[config.mk]
export PLATFORM = sky130hd
export DESIGN_NAME = mem_port
export DESIGN_NICKNAME = d
export VERILOG_FILES = /design/src/rtl/mem_port_pkg.sv /design/src/rtl/mem_port_pc_reg.sv /design/src/rtl/mem_port.sv
export SDC_FILE = /design/constraint.sdc
export NUM_CORES = 1
export LEC_CHECK = 0
export CELL_PAD_IN_SITES_DETAIL_PLACEMENT = 0
export CELL_PAD_IN_SITES_GLOBAL_PLACEMENT = 1
export CORE_UTILIZATION = 35
export CTS_CLUSTER_SIZE = 20
export DETAILED_ROUTE_END_ITERATION = 16
export GPL_TIMING_DRIVEN = 0
export HOLD_SLACK_MARGIN = 0.05
export PLACE_DENSITY_LB_ADDON = 0.1
export SYNTH_ARGS = -nofsm -noshare
export SYNTH_HDL_FRONTEND = slang
export SYNTH_SLANG_ARGS = --single-unit
export TNS_END_PERCENT = 5
[constraint.sdc]
create_clock -name clk -period 3.7 [get_ports clk]
set_input_delay 0.37 -clock clk [delete_from_list [all_inputs] [get_ports clk]]
set_output_delay 0.37 -clock clk [all_outputs]
set_load 0.05 [all_outputs]
[src/rtl/mem_port_pkg.sv]
// Shared command encodings and state type for the memory access stage.
// The MEM_* and ADDR_FROM_* values must stay identical to the decoder's encodings.
package mem_port_pkg;

  localparam logic [1:0] MEM_PAUSE = 2'b00;
  localparam logic [1:0] MEM_READ  = 2'b01;
  localparam logic [1:0] MEM_WRITE = 2'b10;

  localparam logic ADDR_FROM_PC = 1'b0;
  localparam logic ADDR_FROM_AR = 1'b1;

  typedef enum logic {
    ST_IDLE = 1'b0,
    ST_REQ  = 1'b1
  } state_e;

  // Code 2'b11 is deliberately not an access; it behaves as a pause.
  function automatic logic is_access(input logic [1:0] action);
    return (action == MEM_READ) || (action == MEM_WRITE);
  endfunction

endpackage

[src/rtl/mem_port_pc_reg.sv]
// Program counter: load has priority over increment; increment wraps naturally.
module pc_reg #(
  parameter int ADDR_WIDTH = 8
) (
  input  logic                  clk,
  input  logic                  rst_n,
  input  logic                  pc_load_i,
  input  logic [ADDR_WIDTH-1:0] pc_value_i,
  input  logic                  pc_inc_i,
  output logic [ADDR_WIDTH-1:0] pc_o
);

  logic [ADDR_WIDTH-1:0] pc_q;
  logic [ADDR_WIDTH-1:0] pc_d;

  always_comb begin
    pc_d = pc_q;
    if (pc_load_i) begin
      pc_d = pc_value_i;
    end else if (pc_inc_i) begin
      pc_d = pc_q + 1'b1;
    end
  end

  always_ff @(posedge clk or negedge rst_n) begin
    if (!rst_n) begin
      pc_q <= '0;
    end else begin
      pc_q <= pc_d;
    end
  end

  assign pc_o = pc_q;

endmodule

[src/rtl/mem_port.sv]
// Memory access stage: turns the decoder's per-cycle memory command into a
// registered req/ack bus transaction with timeout abort, and owns the PC.
module mem_port
  import mem_port_pkg::*;
#(
  parameter int DATA_WIDTH = 8,
  parameter int ADDR_WIDTH = 8,
  parameter int TIMEOUT    = 15
) (
  input  logic                  clk,
  input  logic                  rst_n,
  input  logic [1:0]            i_mem_action,
  input  logic                  i_mem_addr_source,
  input  logic                  i_pc_counter_en,
  input  logic [ADDR_WIDTH-1:0] i_ar,
  input  logic [DATA_WIDTH-1:0] i_wdata,
  input  logic                  i_pc_load,
  input  logic [ADDR_WIDTH-1:0] i_pc_value,
  output logic [ADDR_WIDTH-1:0] o_pc,
  output logic                  o_busy,
  output logic [DATA_WIDTH-1:0] o_rdata,
  output logic                  o_rdata_valid,
  output logic                  o_bus_err,
  output logic                  o_bus_req,
  output logic                  o_bus_we,
  output logic [ADDR_WIDTH-1:0] o_bus_addr,
  output logic [DATA_WIDTH-1:0] o_bus_wdata,
  input  logic                  i_bus_ack,
  input  logic [DATA_WIDTH-1:0] i_bus_rdata
);

  // Abort fires on the REQ edge where the counter already holds TIMEOUT-1,
  // so req stays high for exactly TIMEOUT cycles.
  localparam logic [7:0] TO_LAST = 8'(TIMEOUT - 1);

  state_e                state_q;
  logic [7:0]            cnt_q;
  logic [ADDR_WIDTH-1:0] addr_q;
  logic                  we_q;
  logic [DATA_WIDTH-1:0] wdata_q;
  logic                  cnt_en_q;
  logic [DATA_WIDTH-1:0] rdata_q;
  logic                  rdata_valid_q;
  logic                  bus_err_q;
  logic [ADDR_WIDTH-1:0] pc;
  logic                  pc_inc;

  assign pc_inc = (state_q == ST_REQ) && i_bus_ack && cnt_en_q;

  pc_reg #(
    .ADDR_WIDTH(ADDR_WIDTH)
  ) u_pc_reg (
    .clk        (clk),
    .rst_n      (rst_n),
    .pc_load_i  (i_pc_load),
    .pc_value_i (i_pc_value),
    .pc_inc_i   (pc_inc),
    .pc_o       (pc)
  );

  always_ff @(posedge clk or negedge rst_n) begin
    if (!rst_n) begin
      state_q       <= ST_IDLE;
      cnt_q         <= '0;
      addr_q        <= '0;
      we_q          <= 1'b0;
      wdata_q       <= '0;
      cnt_en_q      <= 1'b0;
      rdata_q       <= '0;
      rdata_valid_q <= 1'b0;
      bus_err_q     <= 1'b0;
    end else begin
      rdata_valid_q <= 1'b0;
      bus_err_q     <= 1'b0;
      case (state_q)
        ST_IDLE: begin
          if (is_access(i_mem_action)) begin
            addr_q   <= (i_mem_addr_source == ADDR_FROM_PC) ? pc : i_ar;
            we_q     <= (i_mem_action == MEM_WRITE);
            wdata_q  <= i_wdata;
            // Only sequential instruction fetches advance the PC.
            cnt_en_q <= (i_mem_action == MEM_READ) &&
                        (i_mem_addr_source == ADDR_FROM_PC) && i_pc_counter_en;
            cnt_q    <= '0;
            state_q  <= ST_REQ;
          end
        end
        ST_REQ: begin
          if (i_bus_ack) begin
            state_q <= ST_IDLE;
            if (!we_q) begin
              rdata_q       <= i_bus_rdata;
              rdata_valid_q <= 1'b1;
            end
          end else if (cnt_q == TO_LAST) begin
            state_q   <= ST_IDLE;
            bus_err_q <= 1'b1;
          end else begin
            cnt_q <= cnt_q + 8'd1;
          end
        end
        default: state_q <= ST_IDLE;
      endcase
    end
  end

  assign o_pc          = pc;
  assign o_busy        = (state_q == ST_REQ);
  assign o_bus_req     = (state_q == ST_REQ);
  assign o_bus_we      = we_q;
  assign o_bus_addr    = addr_q;
  assign o_bus_wdata   = wdata_q;
  assign o_rdata       = rdata_q;
  assign o_rdata_valid = rdata_valid_q;
  assign o_bus_err     = bus_err_q;

endmodule

* Word level (Yosys, flattened, before mapping)
Cells that the tools add are included.
** Storage, ports and cells
- Word-level logic and storage cells :: 47
- Output and inout bits :: 37
- Register bits after elaboration :: 45
** Operators by class
- Eq/ne operators :: 6
- Add/subtract/negate cells :: 2
- Multiplexer cells :: 17
- Bitwise logic cells :: 3
- Reductions and logical operators :: 9
** Operators with widths (number)
- $mux W8 :: 6
- $add A8 B1 Y8 const B :: 2
- $pmux W8 S2 :: 1
- $mux W1 :: 9
- $eq A8 B4 Y1 const B :: 1
- $ne A2 B2 Y1 const B :: 3
- $reduce_and A3 Y1 :: 2
- $logic_and A1 B1 Y1 :: 4
- $not A1 Y1 :: 3
- $eq A2 B1 Y1 const B :: 1
- $eq A2 B2 Y1 const B :: 1
- $pmux W1 S2 :: 1
- $reduce_and A2 Y1 :: 1
- $reduce_bool A2 Y1 :: 1
- $logic_or A1 B1 Y1 :: 1

* Logic depth before layout (Yosys ltp)
Gate-level depths: netlist of the first run.
- Depth in word-level cells :: 4
- Depth in mapped cells :: 7
- Depth with buffers taken out :: 6

* Hierarchy
Synthesis of the first run repeated with hierarchy kept, for this count alone.
** Second synthesis, totals
- Cells, all modules :: 219
- Area total of the unflattened synthesis :: 2110.8 um^2
** By module, submodules not included
- mem_port :: area each 1660.3 um^2, cells each 170, times used 1
- pc_reg :: area each 450.4 um^2, cells each 49, times used 1

* Least setup slack after synthesis of the first run
Ideal clock, no wire load.
- Path type :: register -> register
- Start point :: register state_q (netlist: o_bus_req)
- End point :: register cnt_q[3]
- Path slack :: 1.980 ns
- Data required time :: 3.574 ns
- Library setup time :: 0.126 ns
- Period minus slack after synthesis :: 1.720 ns
- Cell stages (with the launch flop) :: 6
- Data arrival time :: 1.594 ns
- Path through :: dfrtp_1 -> buf_2 -> and2b_1 -> o21ai_4 -> buf_6 -> a311o_1
** On the way
- Longest elaborated chain between the ends :: 3
** RTL lines
- start, declared :: RTL line mem_port.sv:36 : state_e state_q;
- start signal, assigned :: RTL line mem_port.sv:63 : state_q <= ST_IDLE;
- start signal, assigned :: RTL line mem_port.sv:85 : state_q <= ST_REQ;
- start signal, assigned :: RTL line mem_port.sv:90 : state_q <= ST_IDLE;
- $not A1 Y1 (no line)
- $ne A2 B2 Y1 (no line)
- $reduce_and A3 Y1 (no line)
- end signal, assigned :: RTL line mem_port.sv:99 : cnt_q <= cnt_q + 8'd1;
- end, declared :: RTL line mem_port.sv:37 : logic [7:0] cnt_q;
Several ways; a longest one is shown, not always the timed one.
A chain may end at the register's enable or synchronous reset.

* Worst setup path in the final report of the first run
- Start point :: register u_pc_reg.pc_q[0] (netlist: u_pc_reg.pc_o[0])
- End point :: output port o_pc[0]
** RTL lines
- start, declared :: RTL line mem_port_pc_reg.sv:13 : logic [ADDR_WIDTH-1:0] pc_q;
- start signal, assigned :: RTL line mem_port_pc_reg.sv:29 : pc_q <= pc_d;
- end, declared :: RTL line mem_port.sv:19 : output logic [ADDR_WIDTH-1:0] o_pc,
No word-level cell between the ends.

==> tab_implementation.tex, run 1 <==
\begin{tabular}{lr}
\hline
Metric & Value \\
\hline
\multicolumn{2}{l}{\textbf{Critical path}} \\
Crit end category & output port \\
Required time reported for the critical path endpoint & approximately 3.3 ns \\
CP max stage cell & clkdlybuf4s50\_1 \\
Data arrival time of the critical path & between 1.5 and 2 ns \\
Critical-path cell list & clkdlybuf4s50\_1 \\
Worst-path maximum fanout & 6 \\
Worst setup path class & reg2out \\
Nature of the critical path startpoint & register \\
WP buf/inv & 1 \\
Delay-heaviest family, CP & buffers and inverters \\
Largest stage delay on the critical path & 0.87 ns \\
\multicolumn{2}{l}{\textbf{Power}} \\
Share of total power in combinational logic & 0.482 \\
Leakage power summed over all cells & $\sim$1.4 nW \\
Largest voltage drop on the vdd net & roughly 0.00034 V \\
Switching share of total power & 0.440 \\
Sequential Power Share & 0.363 \\
Net switching power & between 0.8 and 0.9 mW \\
Clock power frac & 0.155 \\
Total power after layout & between 1.5 and 2 mW \\
Cell area power density & around 640 nW/um\^{}2 \\
Internal power component & 1.08 mW \\
\multicolumn{2}{l}{\textbf{Drt}} \\
Post-route DRC violation count & 0 \\
Router iterations before antenna repair & 4 \\
Via count & roughly 1.7k \\
Total wire length & 4670 um \\
Via density per instance & about 4.6 \\
Detail-routed net length per standard cell & about 12 um \\
Number of DRC markers after the initial detailed-route iteration & 28 \\
Routed Antenna Nets & 0 \\
\multicolumn{2}{l}{\textbf{Synthesis}} \\
Number of warnings printed during yosys synthesis & 0 \\
Share of Yosys cell area claimed by the top area cell type & 0.548 \\
List of most frequent post-synthesis cells & nand2\_1, dfrtp\_1, o21ai\_0 \\
Cell accounting for the most synthesized area & dfrtp\_1 \\
Synth Flop Type & dfrtp\_1 \\
Cell types occupying the most area after synthesis & dfrtp\_1, nand2\_1, mux2i\_1 \\
Register bit total from synthesis & between 40 and 50 \\
Most frequently used cell type in the post-synthesis netlist & nand2\_1 \\
Instance count of the mapped netlist & $\sim$220 \\
Mapped cell area & a little over 2000 um\^{}2 \\
Sequential share of the synthesized area & 0.548 \\
Number of enable-type register cells in the synthesized netlist & 0 \\
Unique cell type count in the Yosys netlist & 32 \\
Avg Cell Area, Syn & between 9 and 10 um\^{}2 \\
Share of flip-flops with an asynchronous set or reset after synthesis & 1.00 \\
Number of nets in the synthesized netlist & approximately 260 \\
\multicolumn{2}{l}{\textbf{STA}} \\
Final worst setup slack & $\sim$1.7 ns \\
Total Negative Setup Slacks & 0 ns \\
Headroom to the max-slew limit & 0.611 \\
Fraction of the cycle the final worst path needs & 0.538 \\
Final Hold Violating Endpoints & 0 \\
Fmax & between 500 and 600 MHz \\
Final critical delay including setup and external delays & about 2.0 ns \\
Slew at the pin closest to its max-slew limit & 0.584 ns \\
Worst hold margin & roughly 0.47 ns \\
Setup repair after global routing missed its margin & false \\
Final setup viols & 0 \\
Max-slew violation total from the final report & 0 \\
Setup Skew & between 0.006 and 0.007 ns \\
\multicolumn{2}{l}{\textbf{Run status}} \\
Result of the run & finished, final reports clean \\
\multicolumn{2}{l}{\textbf{Finish}} \\
Final standard cell utilization of the core & 0.539 \\
Filler cell count & 563 \\
Multi-input combinational cell area & between 800 and 900 um\^{}2 \\
Ant diodes & 0 \\
Post-layout instance area & about 3000 um\^{}2 \\
Proportion of layout cells with a drive suffix above 1 & 0.0464 \\
FF+latch area & 1130 um\^{}2 \\
Area growth syn-to-layout & 46.4\% \\
Final \#Nets & around 350 \\
Filler-free cell count of the finished design & 374 \\
\multicolumn{2}{l}{\textbf{Global routing}} \\
Congestion Overflow GR & 0 \\
Antenna violations before repair & 0 \\
Wire length of the first global-routing pass & about 7800 um \\
GRT Util Overall & 0.164 \\
Largest net degree at the start of global routing & 29 \\
Vias in the first global route & between 1.5k and 2k \\
\multicolumn{2}{l}{\textbf{Die}} \\
Area of the die & between 6000 and 7000 um\^{}2 \\
Number of rows created at floorplan & 27 \\
Count of pins on the block boundary & slightly below 80 \\
Initial cell density of the core & 0.368 \\
DIE HEIGHT & 78.6 um \\
Standard cell core area & 5570 um\^{}2 \\
Die width & roughly 79 um \\
\multicolumn{2}{l}{\textbf{CTS}} \\
CTS root buf & clkbuf\_8 \\
CTS clock-pin slew for the worst setup and hold paths & approximately 0.08 ns \\
Clk buf depth & 2 \\
Number of gates resized after CTS & 0 \\
Clock insertion delay at the later pin of the skew report & between 0.2 and 0.3 ns \\
TritonCTS clock tree & yes \\
Max H-tree Level & 2 \\
\# Post-CTS Setup Buffers & 0 \\
Number of sinks on the clock net & 45 \\
Num CTS Buffers & 5 \\
\multicolumn{2}{l}{\textbf{Placement}} \\
Count of input and output buffers & 75 \\
Placed standard-cell area & 2910 um\^{}2 \\
HPWL Detailed & roughly 3500 um \\
Final weighted congestion of routability-driven global placement & slightly above 0.7 \\
Placed cell count & $\sim$370 \\
Place WS & $\sim$1.4 ns \\
\multicolumn{2}{l}{\textbf{Flow run}} \\
Maxcap violations & 0 \\
\multicolumn{2}{l}{\textbf{Hold path}} \\
Class of the tightest hold or removal check & reg2reg \\
\hline
\end{tabular}
-- flip-flops by register name (all words and copies together), names as in the netlist, 8 cells and up --
| register | flops |
|---|---|
| u_pc_reg.pc_o | 8 |
| o_bus_wdata | 8 |
| o_rdata | 8 |
| o_bus_addr | 8 |
| cnt_q | 8 |
-- cell type report --
cell class | count | area share
Sequential cell | 45 | 0.375
Multi-Input combinational cell | 158 | 0.286
Timing Repair Buffer | 77 | 0.258
Tap cell | 72 | 0.0300
Clock buffer | 7 | 0.0287
Buffer | 10 | 0.0167
Inverter | 5 | 0.00624
-- metal layers --
layer / vias to the layer above / wire [um] / track usage / part of all wire
met2: 42 / 2160 / 0.262 / 0.46
met3: 7 / 231 / 0.0407 / 0.049
met1: 775 / 2210 / 0.211 / 0.47
met4: 0 / 69 / 0.0667 / 0.015
met5: - / 0 / 0 / 0
li1: 880 / - / - / -
-- power groups by stage --
stage	logic, mW	registers (mW)	clock network, mW
6_report	0.927	0.700	0.299
5_1_grt	0.988	0.717	0.335
4_1_cts	0.938	0.701	0.312
3_5_place_dp	0.935	0.709	0
3_3_place_gp	0.926	0.707	0
2_1_floorplan	0.183	1.11	0
-- cell usage in the layout (no fill, tap or decap) --
master / Yosys / routed
buf_12: 0 / 1
nor3_1: 5 / 5
clkinv_1: 1 / 1
nand4_1: 3 / 3
and3_1: 2 / 2
mux2i_1: 11 / 11
nand4b_1: 1 / 1
dfrtp_1: 45 / 45
nand3_1: 5 / 5
nand2_1: 78 / 78
nand2b_1: 2 / 2
clkbuf_8: 0 / 6
xnor2_1: 5 / 5
nor2_1: 7 / 7
dlygate4sd3_1: 0 / 1
buf_1: 2 / 2
a21o_1: 1 / 1
ha_1: 5 / 5
clkbuf_1: 5 / 6
o22ai_1: 1 / 1
or2_2: 1 / 1
buf_6: 1 / 1
buf_4: 1 / 1
and2b_1: 1 / 1
clkdlybuf4s50_1: 0 / 74
o21ai_4: 1 / 1
buf_2: 1 / 2
nor3b_1: 1 / 1
o211ai_1: 1 / 1
nand3b_1: 1 / 1
o31ai_1: 2 / 2
xor2_1: 2 / 2
o21ai_0: 20 / 20
or3_4: 1 / 1
inv_1: 4 / 4
a311o_1: 1 / 1
-- worst register-to-register path: stages, from the launching register on --
cell and delay, ns:
dfrtp_1 0.43, inv_1 0.08, ha_1 0.16, nand4b_1 0.18
o21ai_4 0.22, buf_6 0.16, nor2_1 0.05, a311o_1 0.26
-- worst paths after layout --
| check | cells after the start | start | end | slack [ns] |
|---|---|---|---|---|
| worst max-delay path | 1 | u_pc_reg.pc_o[0]$_DFFE_PN0P_ | o_pc[0] | 1.71 |
| worst min-delay path | 1 | cnt_q[7]$_DFFE_PN0P_ | cnt_q[7]$_DFFE_PN0P_ | 0.47 |
| worst max register to register | 7 | cnt_q[0]$_DFFE_PN0P_ | cnt_q[3]$_DFFE_PN0P_ | 2.06 |
| worst min register to register | 1 | cnt_q[7]$_DFFE_PN0P_ | cnt_q[7]$_DFFE_PN0P_ | 0.47 |
| max in group asynchronous | 3 | rst_n | u_pc_reg.pc_o[6]$_DFFE_PN0P_ | 2.68 |
| min in group asynchronous | 2 | rst_n | o_bus_err$_DFF_PN0_ | 0.53 |
-- timing repair --
item                                   4_1_cts  5_1_grt
hold buffers                                 1        0
endpoints found under the hold margin       17        0
setup endpoints to repair                    0        0
-- logic make-up after synthesis --
kind of cell	after synthesis	synth area share
fa+ha+maj	5	0.0305
simple gates	108	0.225
compound gates	27	0.0792
mux	11	0.0536
flops	45	0.548
buf+inv	15	0.0335
xor+xnor	7	0.0299
(Power assumes the default switching activity.)
==> inputs of run 2 (changes only) <==
CORE_UTILIZATION = 32   (was 35)
clock period = 1.94 ns   (was 3.7 ns; I/O delays follow)
==> run 2 against run 1 <==
  * First-iteration DRC count grew to 3.0 times the previous value
  * Sequential power rose by 90%
  * Clock skew rose by 0.0039 ns
  * Die area is 9.1% higher
  * Critical path depth unchanged
  * Routed wire length grew 2.1%
  * Worst hold slack got worse by 0.18 ns
  * Core utilization down 3.4 points
  * Largest cell class unchanged
==> tab_implementation.tex, run 2 (same netlist as run 1, synthesis figures left out) <==
\begin{tabular}{lr}
\hline
Metric & Value \\
\hline
\multicolumn{2}{l}{\textbf{Global routing}} \\
Congestion Overflow GR & 0 (unchanged) \\
Antenna violations before repair & 0 (unchanged) \\
Vias in the first global route & 1,680 (was 1,700) \\
Largest net degree at the start of global routing & 36 (was 29) \\
GRT Util Overall & 0.159 (was 0.164) \\
Wire length of the first global-routing pass & 8000 um (was 7800 um) \\
\multicolumn{2}{l}{\textbf{Finish}} \\
Most frequent cells in the layout & nand2\_1, clkdlybuf4s50\_1, dfrtp\_1, o21ai\_0, mux2i\_1 (unchanged) \\
Proportion of layout cells with a drive suffix above 1 & 0.0594 (was 0.0464) \\
Final \#Nets & 347 (unchanged) \\
Ant diodes & 0 (unchanged) \\
Filler-free cell count of the finished design & 378 (was 374) \\
Area growth syn-to-layout & 49.2\% (was 46.4\%) \\
Commonest non-fill, non-tap cell in the layout & nand2\_1 (unchanged) \\
Final standard cell utilization of the core & 0.505 (was 0.539) \\
Post-layout instance area & 3060 um\^{}2 (was 3010 um\^{}2) \\
\multicolumn{2}{l}{\textbf{Drt}} \\
Via count & 1,701 (was 1,704) \\
Via density per instance & 4.50 (was 4.56) \\
Router iterations before antenna repair & 4 (unchanged) \\
Post-route DRC violation count & 0 (unchanged) \\
Detail-routed net length per standard cell & 12.6 um (was 12.5 um) \\
Total wire length & 4770 um (was 4670 um) \\
Number of DRC markers after the initial detailed-route iteration & 85 (was 28) \\
Routed Antenna Nets & 0 (unchanged) \\
\multicolumn{2}{l}{\textbf{Critical path}} \\
Largest stage delay on the critical path & 0.85 ns (was 0.87 ns) \\
WP buf/inv & 1 (unchanged) \\
Worst-path maximum fanout & 6 (unchanged) \\
Crit end category & output port (unchanged) \\
Delay-heaviest family, CP & buffers and inverters (unchanged) \\
CP max stage cell & clkdlybuf4s50\_1 (unchanged) \\
Nature of the critical path startpoint & register (unchanged) \\
Worst setup path class & reg2out (unchanged) \\
Data arrival time of the critical path & 1.61 ns (was 1.62 ns) \\
Critical-path cell list & clkdlybuf4s50\_1 (unchanged) \\
Required time reported for the critical path endpoint & 1.75 ns (was 3.33 ns) \\
\multicolumn{2}{l}{\textbf{Placement}} \\
Count of input and output buffers & 75 (unchanged) \\
Placed standard-cell area & 2910 um\^{}2 (about the same) \\
Placed cell count & 369 (was 366) \\
Final weighted congestion of routability-driven global placement & 0.729 (was 0.721) \\
HPWL Detailed & 3540 um (was 3550 um) \\
Place WS & -0.192 ns (was 1.43 ns) \\
\multicolumn{2}{l}{\textbf{Power}} \\
Internal power component & 2.29 mW (was 1.08 mW) \\
Largest voltage drop on the vdd net & 0.000638 V (was 0.000337 V) \\
Share of total power in combinational logic & 0.449 (was 0.482) \\
Cell area power density & 1290 nW/um\^{}2 (was 641 nW/um\^{}2) \\
Total power after layout & 3.95 mW (was 1.93 mW) \\
Leakage power summed over all cells & 1.40 nW (was 1.37 nW) \\
Clock power frac & 0.215 (was 0.155) \\
Sequential Power Share & 0.336 (was 0.363) \\
Net switching power & 1.65 mW (was 0.847 mW) \\
Switching share of total power & 0.419 (was 0.440) \\
\multicolumn{2}{l}{\textbf{Die}} \\
Standard cell core area & 6060 um\^{}2 (was 5570 um\^{}2) \\
Area of the die & 6740 um\^{}2 (was 6180 um\^{}2) \\
Count of pins on the block boundary & 77 (unchanged) \\
DIE HEIGHT & 82.1 um (was 78.6 um) \\
Die width & 82.1 um (was 78.6 um) \\
Initial cell density of the core & 0.339 (was 0.368) \\
Number of rows created at floorplan & 28 (was 27) \\
\multicolumn{2}{l}{\textbf{STA}} \\
Slew at the pin closest to its max-slew limit & 0.578 ns (was 0.584 ns) \\
Fraction of the cycle the final worst path needs & 0.931 \\
Setup Skew & 0.0101 ns (was 0.00615 ns) \\
Fmax & between 500 and 600 MHz \\
Final worst setup slack & 0.134 ns (was 1.71 ns) \\
Setup repair after global routing missed its margin & false (unchanged) \\
Total Negative Setup Slacks & 0 ns (unchanged) \\
Final setup viols & 0 (unchanged) \\
Max-slew violation total from the final report & 0 (unchanged) \\
Final critical delay including setup and external delays & between 1.5 and 2 ns \\
Worst hold margin & 0.293 ns (was 0.470 ns) \\
Headroom to the max-slew limit & 0.615 (was 0.611) \\
Final Hold Violating Endpoints & 0 (unchanged) \\
\multicolumn{2}{l}{\textbf{CTS}} \\
\# Post-CTS Setup Buffers & 0 (unchanged) \\
CTS root buf & clkbuf\_8 (unchanged) \\
Clk buf depth & 2 (unchanged) \\
Max H-tree Level & 2 (unchanged) \\
TritonCTS clock tree & yes (unchanged) \\
CTS clock-pin slew for the worst setup and hold paths & 0.09 ns (was 0.08 ns) \\
Num CTS Buffers & 5 (unchanged) \\
Number of sinks on the clock net & 45 (unchanged) \\
Clock insertion delay at the later pin of the skew report & 0.30 ns (was 0.29 ns) \\
\multicolumn{2}{l}{\textbf{Run status}} \\
Result of the run & finished, final reports clean (unchanged) \\
\multicolumn{2}{l}{\textbf{Flow run}} \\
Maxcap violations & 0 (unchanged) \\
\multicolumn{2}{l}{\textbf{Hold path}} \\
Class of the tightest hold or removal check & in2async (was reg2reg) \\
\hline
\end{tabular}
-- run 2: cell types whose count changed in the layout (fill, tap and decap cells not counted) --
cell and delta:
clkbuf_1 -3, bufinv_16 +2, clkbuf_2 +2, clkbuf_8 -1
inv_6 +1
-- run 2: final timing paths --
path                            cells past startpoint                    endpoint  slack (ns)                         start
worst min register to register                      2      o_rdata[5]$_DFFE_PN0P_        0.48        o_rdata[5]$_DFFE_PN0P_
max in group asynchronous                           3  o_bus_wdata[1]$_DFFE_PN0P_        1.17                         rst_n
min in group clk                                    3      o_rdata[5]$_DFFE_PN0P_        0.41                i_bus_rdata[5]
worst min-delay path                                2      o_rdata[0]$_DFFE_PN0P_        0.29                         rst_n
worst max register to register                      7        cnt_q[3]$_DFFE_PN0P_        0.31          cnt_q[0]$_DFFE_PN0P_
worst max-delay path                                1                     o_pc[0]        0.13  u_pc_reg.pc_o[0]$_DFFE_PN0P_
-- run 2: timing repair --
action | CTS | global route
hold buffers | 1 | 0
resized for setup | 0 | 4
endpoints found under the setup margin | 0 | 2
hold endpoints to repair | 10 | 0
-- run 2: layout make-up --
| cell class | instances | area, um^2 |
|---|---|---|
| inverter | 5 | 18.8 |
| sequential | 45 | 1130 |
| multi-input combinational | 158 | 858 |
| fill | 586 | 3000 |
| tap | 75 | 93.8 |
| timing repair buffer | 77 | 776 |
| buffer | 10 | 52.6 |
| clock inverter | 3 | 68.8 |
| clock buffer | 5 | 68.8 |
-- run 2: power by group through the flow --
| stage | registers [mW] | clock network, mW | logic, mW |
|---|---|---|---|
| floorplan | 2.11 | 0 | 0.349 |
| global placement | 1.35 | 0 | 1.78 |
| detailed placement | 1.34 | 0 | 1.79 |
| CTS | 1.33 | 0.878 | 1.79 |
| global route | 1.36 | 0.923 | 1.90 |
| finish | 1.33 | 0.850 | 1.77 |
-- run 2: worst register-to-register path, stage by stage (launching register included) --
cell and delay [ns]:
dfrtp_1 0.43, inv_1 0.07, ha_1 0.14, nand4b_1 0.18
o21ai_4 0.22, buf_6 0.16, nor2_1 0.05, a311o_1 0.26
-- run 2: routing by layer --
metal / GRT usage / up-vias / wire length (um)
met2: 0.258 / 41 / 2240
li1: - / 884 / -
met5: 0 / - / 0
met4: 0.0474 / 0 / 21
met3: 0.0418 / 2 / 198
met1: 0.206 / 774 / 2310
==> inputs of run 3 (changes only) <==
CTS_CLUSTER_DIAMETER = 80   (was not set)
==> results of run 3 <==
Final layout, timing and power as in run 2 (identical DEF).
